==> src/rtl/stream_mux_n_to_1.sv <==
// rtl/stream_mux_n_to_1.sv - N-to-1 stream multiplexer with fixed/round-robin select and registered output
//
// Ports:
//   clk, rst_n          clock, asynchronous active-low reset
//   mode                0 = fixed select via sel, 1 = round-robin
//   sel [SW]            channel index used in fixed mode (>= N never grants)
//   in_data [N*W]       channel k at bits [k*W +: W]
//   in_valid/in_ready   per-channel handshake, at most one ready bit high
//   out_data/out_ch     registered beat and the channel it came from
//   out_valid/out_ready downstream handshake
module stream_mux_n_to_1 #(
  parameter int N = 7,
  parameter int W = 8,
  localparam int SW = (N > 1) ? $clog2(N) : 1
) (
  input  logic           clk,
  input  logic           rst_n,
  input  logic           mode,
  input  logic [SW-1:0]  sel,
  input  logic [N*W-1:0] in_data,
  input  logic [N-1:0]   in_valid,
  output logic [N-1:0]   in_ready,
  output logic [W-1:0]   out_data,
  output logic [SW-1:0]  out_ch,
  output logic           out_valid,
  input  logic           out_ready
);

  // Valid vector padded to the full select range so any sel value indexes
  // a real bit; the padding is zero, so out-of-range selects never grant.
  localparam int NP = 1 << SW;

  logic [NP-1:0] valid_ext;
  logic [SW-1:0] rr_ptr;
  logic [SW-1:0] rr_grant;
  logic          rr_found;
  logic [SW-1:0] grant;
  logic          grant_valid;
  logic [W-1:0]  grant_data;
  logic          load_en;

  assign valid_ext = NP'(in_valid);

  // Round-robin search starts just after the last served channel.
  always_comb begin
    int cand;
    cand     = 0;
    rr_found = 1'b0;
    rr_grant = '0;
    for (int i = 1; i <= N; i++) begin
      cand = int'(rr_ptr) + i;
      if (cand >= N) cand = cand - N;
      if (!rr_found && valid_ext[cand[SW-1:0]]) begin
        rr_found = 1'b1;
        rr_grant = cand[SW-1:0];
      end
    end
  end

  assign grant       = mode ? rr_grant : sel;
  assign grant_valid = mode ? rr_found : valid_ext[sel];
  assign load_en     = !out_valid || out_ready;

  assign in_ready = (load_en && grant_valid) ? ({{(N-1){1'b0}}, 1'b1} << grant) : '0;

  always_comb begin
    grant_data = '0;
    for (int k = 0; k < N; k++) begin
      if (int'(grant) == k) grant_data = in_data[k*W +: W];
    end
  end

  always_ff @(posedge clk or negedge rst_n) begin
    if (!rst_n) begin
      out_valid <= 1'b0;
      out_data  <= '0;
      out_ch    <= '0;
      rr_ptr    <= SW'(N - 1);
    end else if (load_en) begin
      if (grant_valid) begin
        out_valid <= 1'b1;
        out_data  <= grant_data;
        out_ch    <= grant;
        rr_ptr    <= grant;
      end else begin
        out_valid <= 1'b0;
      end
    end
  end

endmodule

==> config.mk <==
export PLATFORM = sky130hd
export DESIGN_NAME = stream_mux_n_to_1
export DESIGN_NICKNAME = d
export VERILOG_FILES = /design/src/rtl/stream_mux_n_to_1.sv
export SDC_FILE = /design/constraint.sdc
export NUM_CORES = 1
export LEC_CHECK = 0
export ABC_AREA = 1
export BUFFER_PORTS_ARGS = -buffer_cell sky130_fd_sc_hd__buf_2
export CORE_MARGIN = 5
export CORE_UTILIZATION = 46
export DETAILED_ROUTE_END_ITERATION = 8
export PLACE_DENSITY = 0.74
export SLEW_MARGIN = 10
export SYNTH_ARGS = -nofsm -noshare
export SYNTH_HDL_FRONTEND = slang
export SYNTH_SLANG_ARGS = --single-unit
==> constraint.sdc <==
create_clock -name clk -period 4.96 [get_ports clk]
set_clock_uncertainty 0.1 [all_clocks]
set_input_delay 0.248 -clock clk [delete_from_list [all_inputs] [get_ports clk]]
set_output_delay 0.248 -clock clk [all_outputs]
set_load 0.01 [all_outputs]
==> key figures, run 1 <==
Floorplan
  • Die footprint: 7410 um^2
  • Io pins: between 80 and 90
  • DIE WIDTH: 86.1 um
  • Initial core utilization: 0.478
  • Die Y: between 80 and 90 um
  • Rows: 27
  • Core area: 5570 um^2

Synthesis
  • Synthesized flop and latch total: 14
  • Synth Net Count: 570
  • Synth top cells by count: 171 x nand2_1, 85 x nand3_1, 50 x nor2_1, 48 x inv_1, 21 x o21ai_0
  • Yosys warns: 0
  • Avg Cell Area, Syn: 5.47 um^2
  • Seq/Total Area, Yosys: 0.132
  • Count leader, synth: nand2_1
  • Prevailing post-synth register cell: dfrtp_1
  • Synth Cell Area: ~2700 um^2
  • Synth cell types: 36
  • Cell taking the most area after synthesis: nand2_1
  • Syn Inst Count: 487
  • Ys async rst share: 1.00
  • Yosys top cell area share: 0.241
  • Post-synth EDFFs: 0
  • Synth top area cells: nand2_1 24%, nand3_1 16%, dfrtp_1 11%

Setup path
  • CP required: 4.61 ns
  • Endpoint class of the critical path: output pin
  • CP Max Fanout: 21
  • Worst EP arrival: between 4 and 5 ns
  • Nature of the critical path startpoint: register
  • Critical Setup Path Class: reg -> out

Worst hold path
  • Worst Hold Class: in -> reg

Clock network
  • CTS Buffer Depth: 2
  • CTS tree: yes
  • TritonCTS Buffers: 3
  • Clock transition at path regs: approximately 0.060 ns
  • CTS Root Cell: clkbuf_8
  • CTS Sinks: 14
  • Post-CTS Setup Repair Bufs: 0
  • H-tree depth: 1
  • Worst skew pair latency: 0.24 ns

Detailed routing
  • Detailed Routing Iterations Pass 1: 5
  • Residual DRC: 0
  • Vias: about 3,500
  • DRT antenna net count: 0
  • Vias per cell: 5.43
  • Initial DRC Count: between 200 and 300
  • Drt total wl: ~8.9 mm
  • Wire length per cell: 13.8 um

STA
  • Final Slew Violations: 0
  • Setup TNS: 0 ns
  • Worst-Margin Slew: 0.612 ns
  • RSZ-0062 raised after global routing: false
  • Fin. Hold Viols: 0
  • FMAX: 220 MHz
  • Final setup violation count: 0
  • Min cycle time layout: 4.54 ns
  • Rel. slew slack: 0.587
  • Period utilisation layout: 0.914

GRT
  • GRT Residual Overflow: 0
  • First-pass GRT wire length: 14.0 mm
  • Initial antenna violation count: 0
  • Largest net degree at the start of global routing: 24
  • GRT Overall Usage: 0.227
  • Vias in the first global route: between 3,000 and 4,000

Cells and area
  • Area growth syn-to-layout: 19.7%
  • Ant diodes: 0
  • Share of layout cells above drive strength 1: 0.228
  • # fillers: 601
  • Final #Nets: 654

Run
  • Max-cap violations: 0

Placed design
  • GPL Wtd Cong: roughly 0.98
  • Post-DP HPWL: 7.23 mm
  • Port Buffers: 88

Outcome
  • Status: finished clean
==> cells by family (layout without fill, tap and decap cells) <==
logic type	Yosys count	after routing	synth area share
compound gates	49	49	0.109
xor+xnor	2	2	0.00658
fa+ha+maj	13	13	0.0639
buf+inv	69	152	0.112
flops	14	14	0.132
simple gates	340	340	0.576
==> metal layers <==
metal | part of all wire | vias to the layer above | GRT usage
li1 | - | 1748 | -
met1 | 0.43 | 1565 | 0.292
met2 | 0.48 | 160 | 0.396
met3 | 0.080 | 16 | 0.0327
met4 | 0.019 | 0 | 0.0547
met5 | 0 | - | 0
==> state kept, by name (all words and copies together), names as in the netlist <==
| register | count |
|---|---|
| out_ch | 3 |
| out_data | 8 |
| out_valid | 1 |
| rr_ptr | 2 |
==> path summary, 6_finish.rpt <==
check	cells past startpoint	from	endpoint	slack [ns]
min in group asynchronous	2	rst_n	out_data[1]	0.32
max in group asynchronous	2	rst_n	rr_ptr[1]	4.14
min reg2reg	2	out_data[3]	out_data[3]	0.38
max reg2reg	21	rr_ptr[1]	out_data[7]	0.73
min	2	out_ready	out_valid	0.13
max	16	rr_ptr[1]	in_ready[0]	0.42
==> placed cells by master, fill, tap and decap left out, types with 2 or more instances in the layout <==
cell type  synthesis  routed
ha_1              12      12
buf_4              5       3
nor2_1            50      49
nand3b_1           2       2
o21ai_0           21      21
clkbuf_8           0       3
o211ai_1           2       2
nand3_1           85      85
a21oi_2            3       3
nand2_2            7       7
nand2_1          171     171
o21ai_1            9       9
inv_1             48      47
dfstp_2            2       2
nor2_4             3       3
nor4_1             2       2
a21oi_1            8       8
buf_2              5      88
inv_2              8       8
dfrtp_1           12      12
xor2_1             2       2
nand3_2            4       4
nand4_1           11      11
==> through the flow <==
| stage | hold slack (ns) | util | cells | area [um^2] | worst slack (ns) |
|---|---|---|---|---|---|
| after CTS | 0.143 | 0.571 | 642 | 3180 | 0.341 |
| final | 0.135 | 0.572 | 642 | 3190 | 0.424 |
| after detailed placement | 0.0589 | 0.561 | 637 | 3130 | 0.611 |
| after floorplan | -0.148 | - | 487 | 2660 | 1.28 |
| after global placement | 0.0533 | 0.561 | 637 | 3130 | 0.665 |
| after global routing | 0.149 | 0.572 | 642 | 3190 | 0.100 |
==> critical path: stages (launching register included) <==
cell        delay, ns
dfstp_2          0.40
inv_1            0.27
ha_1             0.24
inv_1            0.05
fa_1             0.49
o21ai_0          0.36
nand3_1          0.12
nand3_1          0.09
nand2_1          0.09
nand3_4          0.13
nor2_8           0.06
nand4_2          0.09
o311ai_0         0.20
nor2_2           0.39
clkinvlp_4       0.44
nor4_1           0.32
buf_2            0.19
==> repair_timing <==
| item | CTS | global route |
|---|---|---|
| hold buffers | 1 | 0 |
| endpoints found under the setup margin | 0 | 1 |
| hold endpoints to repair | 12 | 0 |
| resized for setup | 0 | 2 |
==> layout make-up <==
cell class	instances	area [um^2]	share of cell area
clock buffers	4	45.0	0.0141
inverters	56	214	0.0671
multi-input cells	404	2010	0.632
flip-flops and latches	14	353	0.111
well taps	72	90.1	0.0282
repair buffers	92	473	0.148
Power of run 1 is not shown: default switching activity piles up to over one toggle a cycle in this logic, so the estimate is an artifact.
==> inputs of run 2 (changes only) <==
MAX_ROUTING_LAYER = met4   (was unset)
==> run 2 against run 1 <==
Against the previous run:
- global-route usage grew 1.4 points
- fmax down 1.7%
- register-to-register slack hardly changed
- critical path type unchanged
- highest routed layer unchanged
==> key figures, run 2 (synthesized netlist as in run 1, its figures left out) <==
Setup path
  • CP required: ~4.6 ns
  • Nature of the critical path startpoint: register
  • Endpoint class of the critical path: output pin
  • CP Max Fanout: 11
  • Critical Setup Path Class: reg -> out
  • Worst EP arrival: roughly 4.3 ns

Cells and area
  • Area growth syn-to-layout: 20.3%
  • Register area: 353 um^2
  • Top flop regs: out_data: 8 flops, out_ch: 3 flops, rr_ptr: 2 flops
  • Ant diodes: 0
  • Final #Nets: 655
  • # fillers: 584
  • Commonest non-fill, non-tap cells in the layout: 171 x nand2_1, 88 x buf_2, 85 x nand3_1, 49 x nor2_1, 47 x inv_1
  • Max reg flops: 8
  • Largest reg by FF count: out_data
  • Most common cell after layout, fill and taps aside: nand2_1
  • Multi-input gate area: 2010 um^2
  • Share of layout cells above drive strength 1: 0.231

GRT
  • GRT Residual Overflow: 0
  • Initial antenna violation count: 0
  • Vias in the first global route: 3,240
  • Largest net degree at the start of global routing: 24
  • GRT Overall Usage: 0.241
  • First-pass GRT wire length: ~14 mm

STA
  • Setup TNS: 0 ns
  • FMAX: 217 MHz
  • Rel. slew slack: 0.445
  • Hold_ws: roughly 0.1 ns
  • Final setup violation count: 0
  • Fin. Hold Viols: 0
  • Min cycle time layout: roughly 4.6 ns
  • Period utilisation layout: 0.930
  • Worst-Margin Slew: between 0.8 and 0.9 ns
  • RSZ-0062 raised after global routing: false
  • Final Slew Violations: 0

Placed design
  • GPL Wtd Cong: 0.997
  • Port Buffers: 88
  • Post-DP HPWL: approximately 7.4 mm

Clock network
  • Worst skew pair latency: 0.25 ns
  • H-tree depth: 1
  • Clock transition at path regs: 0.06 ns
  • CTS Sinks: 14
  • CTS Root Cell: clkbuf_8
  • TritonCTS Buffers: 3
  • CTS tree: yes
  • CTS Buffer Depth: 2

Detailed routing
  • Residual DRC: 0
  • DRT antenna net count: 0
  • Vias: 3,501
  • Initial DRC Count: 237
  • Drt total wl: roughly 9 mm
  • Vias per cell: 5.44
  • Wire length per cell: 14.0 um
  • Detailed Routing Iterations Pass 1: 5

Run
  • Max-cap violations: 0

Floorplan
  • Initial core utilization: 0.478
  • DIE WIDTH: 86.1 um
  • Core area: 5570 um^2
  • Die Y: around 86 um
  • Io pins: 89
  • Rows: 27
  • Die footprint: between 7000 and 8000 um^2

Outcome
  • Status: finished clean

Worst hold path
  • Worst Hold Class: in -> reg
## run 2: cell count changes in the layout (fill, tap and decap cells not counted), sizes merged
cell,previous run,this run
clkinvlp,1,2
## run 2: cell type report
class                           count  area share
Sequential cell                    14       0.110
Timing Repair Buffer               92       0.148
Clock buffer                        4      0.0172
Multi-Input combinational cell    404       0.629
Tap cell                           72      0.0281
Timing Repair inverter              1     0.00156
Inverter                           56      0.0668
## run 2: critical path, stage by stage (launching register included)
cell        delay, ns
dfstp_2          0.59
inv_1            0.18
ha_1             0.25
inv_1            0.07
fa_1             0.46
o21ai_0          0.34
nand3_1          0.13
nand2_1          0.14
nand3_4          0.12
nor2_8           0.17
nand4_2          0.13
o311ai_0         0.72
nor2_2           0.24
clkinvlp_4       0.26
nor4_1           0.07
buf_2            0.16
## run 2: stage by stage
stage	utilization	area [um^2]	worst slack [ns]	instances
after floorplan	-	2660	1.28	487
after global placement	0.561	3130	0.652	637
after detailed placement	0.561	3130	0.425	637
after CTS	0.573	3190	0.128	642
after global routing	0.575	3200	0.0877	643
final	0.575	3200	0.346	643
## run 2: worst paths after layout
| path | start | end | slack [ns] | cells after the start |
|---|---|---|---|---|
| max in group asynchronous | rst_n | rr_ptr[2] | 4.15 | 2 |
| worst max register to register | rr_ptr[1] | out_data[3] | 0.72 | 16 |
| min in group asynchronous | rst_n | out_data[1] | 0.32 | 2 |
| worst max-delay path | rr_ptr[1] | in_ready[0] | 0.35 | 15 |
| worst min-delay path | out_ready | out_valid | 0.1 | 2 |
| worst min register to register | out_data[5] | out_data[5] | 0.38 | 2 |
## run 2: per-layer routing
layer  vias to the layer above  share of wire  track usage
met5                         -              0            -
met4                         0          0.021       0.0647
met3                        21          0.070       0.0240
met2                       152           0.49        0.424
met1                      1574           0.42        0.291
li1                       1754              -            -
## run 2: repair_timing
item                                   4_1_cts  5_1_grt
setup endpoints to repair                    0        6
buffers inserted                             0        0
resized for setup                            0        2
endpoints found under the hold margin       12        0
hold buffers                                 1        0
Power of run 2 is left out for the same reason.
==> inputs of run 3 (changes only) <==
CORE_MARGIN = unset   (was 5)
==> run 3 against run 2 <==
Against the previous run:
- hold slack gained 0.038 ns
- cell count is the same
- register-to-register slack lost 0.03 ns
- wire length shrank 3.7%
- via count shrank 2.8%
- largest cell class unchanged
==> key figures, run 3 (synthesized netlist as in run 1, its figures left out) <==
STA
  • FMAX: 219 MHz
  • Worst-Margin Slew: around 0.63 ns
  • Fin. Hold Viols: 0
  • Final setup violation count: 0
  • RSZ-0062 raised after global routing: false
  • Setup TNS: 0 ns
  • Period utilisation layout: 0.919
  • Final Slew Violations: 0
  • Min cycle time layout: 4.56 ns
  • Rel. slew slack: 0.573

Detailed routing
  • Residual DRC: 0
  • Vias: 3,404
  • DRT antenna net count: 0
  • Vias per cell: 5.29
  • Wire length per cell: 13.5 um
  • Drt total wl: 8.68 mm
  • Initial DRC Count: around 330
  • Detailed Routing Iterations Pass 1: 5

Setup path
  • CP max-delay cell: dfstp_2
  • Nature of the critical path startpoint: register
  • CP Max Fanout: 21
  • Worst EP arrival: 4.21 ns
  • Largest stage delay, worst path: 0.59 ns
  • Crit-path cells: inv_1 > ha_1 > inv_2 > o21ai_0 > inv_1 > o211ai_1 > nand2_1 > nand2_1 > o21a_2 > nand4_2 > o311ai_0 > nor2_1 > buf_4 > clkinvlp_4 > nor4_1 > buf_2
  • CP required: between 4 and 5 ns
  • Endpoint class of the critical path: output pin
  • Critical Setup Path Class: reg -> out

Floorplan
  • Io pins: 89
  • Die footprint: 6100 um^2
  • DIE WIDTH: around 78 um
  • Core area: 5540 um^2
  • Initial core utilization: 0.481
  • Die Y: around 80 um
  • Rows: 27

Cells and area
  • Top flop regs: out_data: 8 flops, out_ch: 3 flops, rr_ptr: 2 flops
  • Final #Nets: 655
  • Largest reg by FF count: out_data
  • Most common cell after layout, fill and taps aside: nand2_1
  • Fin util: 0.578
  • Ant diodes: 0
  • Share of layout cells above drive strength 1: 0.229
  • # fillers: 576
  • Max reg flops: 8
  • Area growth syn-to-layout: 20.3%
  • Commonest non-fill, non-tap cells in the layout: 171 x nand2_1, 88 x buf_2, 85 x nand3_1, 50 x nor2_1, 47 x inv_1

Outcome
  • Status: finished clean

Placed design
  • GPL Wtd Cong: 1.04
  • Port Buffers: 88
  • Post-DP HPWL: roughly 7.0 mm

GRT
  • First-pass GRT wire length: 13.9 mm
  • Largest net degree at the start of global routing: 22
  • Vias in the first global route: 2,981
  • GRT Residual Overflow: 0
  • GRT Overall Usage: 0.289
  • Initial antenna violation count: 0

Clock network
  • H-tree depth: 1
  • TritonCTS Buffers: 3
  • CTS Root Cell: clkbuf_8
  • CTS Buffer Depth: 2
  • Worst skew pair latency: approximately 0.23 ns
  • Clock transition at path regs: 0.05 ns
  • CTS tree: yes
  • CTS Sinks: 14

Run
  • Max-cap violations: 0

Worst hold path
  • Worst Hold Class: in -> reg
-- run 3: cell types whose count changed in the layout (fill, tap and decap cells not counted) --
| cell | before | now |
|---|---|---|
| buf_4 | 3 | 4 |
| clkinvlp_2 | 1 | 0 |
| nor2_1 | 49 | 50 |
| nor2_2 | 1 | 0 |
-- run 3: metal layers --
layer,vias to the layer above,GRT usage,share of wire
li1,1752,-,-
met1,1509,0.397,0.46
met2,131,0.449,0.46
met3,12,0.0384,0.070
met4,0,0.0722,0.014
met5,-,-,0
-- run 3: per-stage QoR --
stage / hold slack, ns / cells / worst slack (ns) / cell area [um^2]
6_report: 0.137 / 643 / 0.402 / 3200
5_1_grt: 0.144 / 643 / 0.0645 / 3200
4_1_cts: 0.132 / 643 / 0.226 / 3200
3_5_place_dp: 0.0587 / 638 / 0.500 / 3140
3_3_place_gp: 0.0553 / 638 / 0.680 / 3140
2_1_floorplan: -0.148 / 487 / 1.28 / 2660
-- run 3: final timing paths --
check | startpoint | endpoint | slack, ns | cells past startpoint
setup / recovery | rr_ptr[1] | in_ready[0] | 0.40 | 16
hold / removal | out_ready | out_valid | 0.14 | 2
setup reg to reg | rr_ptr[1] | out_data[6] | 0.69 | 20
hold reg to reg | out_ch[2] | out_ch[2] | 0.38 | 2
max in group asynchronous | rst_n | rr_ptr[2] | 4.14 | 2
min in group asynchronous | rst_n | out_data[2] | 0.33 | 2
-- run 3: layout make-up --
| cell class | instances | area (um^2) | area share |
|---|---|---|---|
| Multi-Input combinational cell | 404 | 2010 | 0.628 |
| Tap cell | 72 | 90.1 | 0.0281 |
| Timing Repair Buffer | 93 | 480 | 0.150 |
| Inverter | 56 | 214 | 0.0668 |
| Sequential cell | 14 | 353 | 0.110 |
| Clock buffer | 4 | 55.1 | 0.0172 |
-- run 3: timing repair --
action | 4_1_cts | 5_1_grt
setup buffers | 0 | 0
hold buffers | 1 | 0
resized for setup | 0 | 1
setup endpoints to repair | 0 | 6
endpoints found under the hold margin | 12 | 0
-- run 3: critical path: cells and delay by family, from the launching register on --
family,cells,cell delay [ns]
AOI/OAI and AO/OA,4,1.34
adders and majority gates,1,0.53
buffers and inverters,6,1.05
DFF,1,0.59
and+or+nand+nor,5,0.45
Power of run 3 is left out for the same reason.
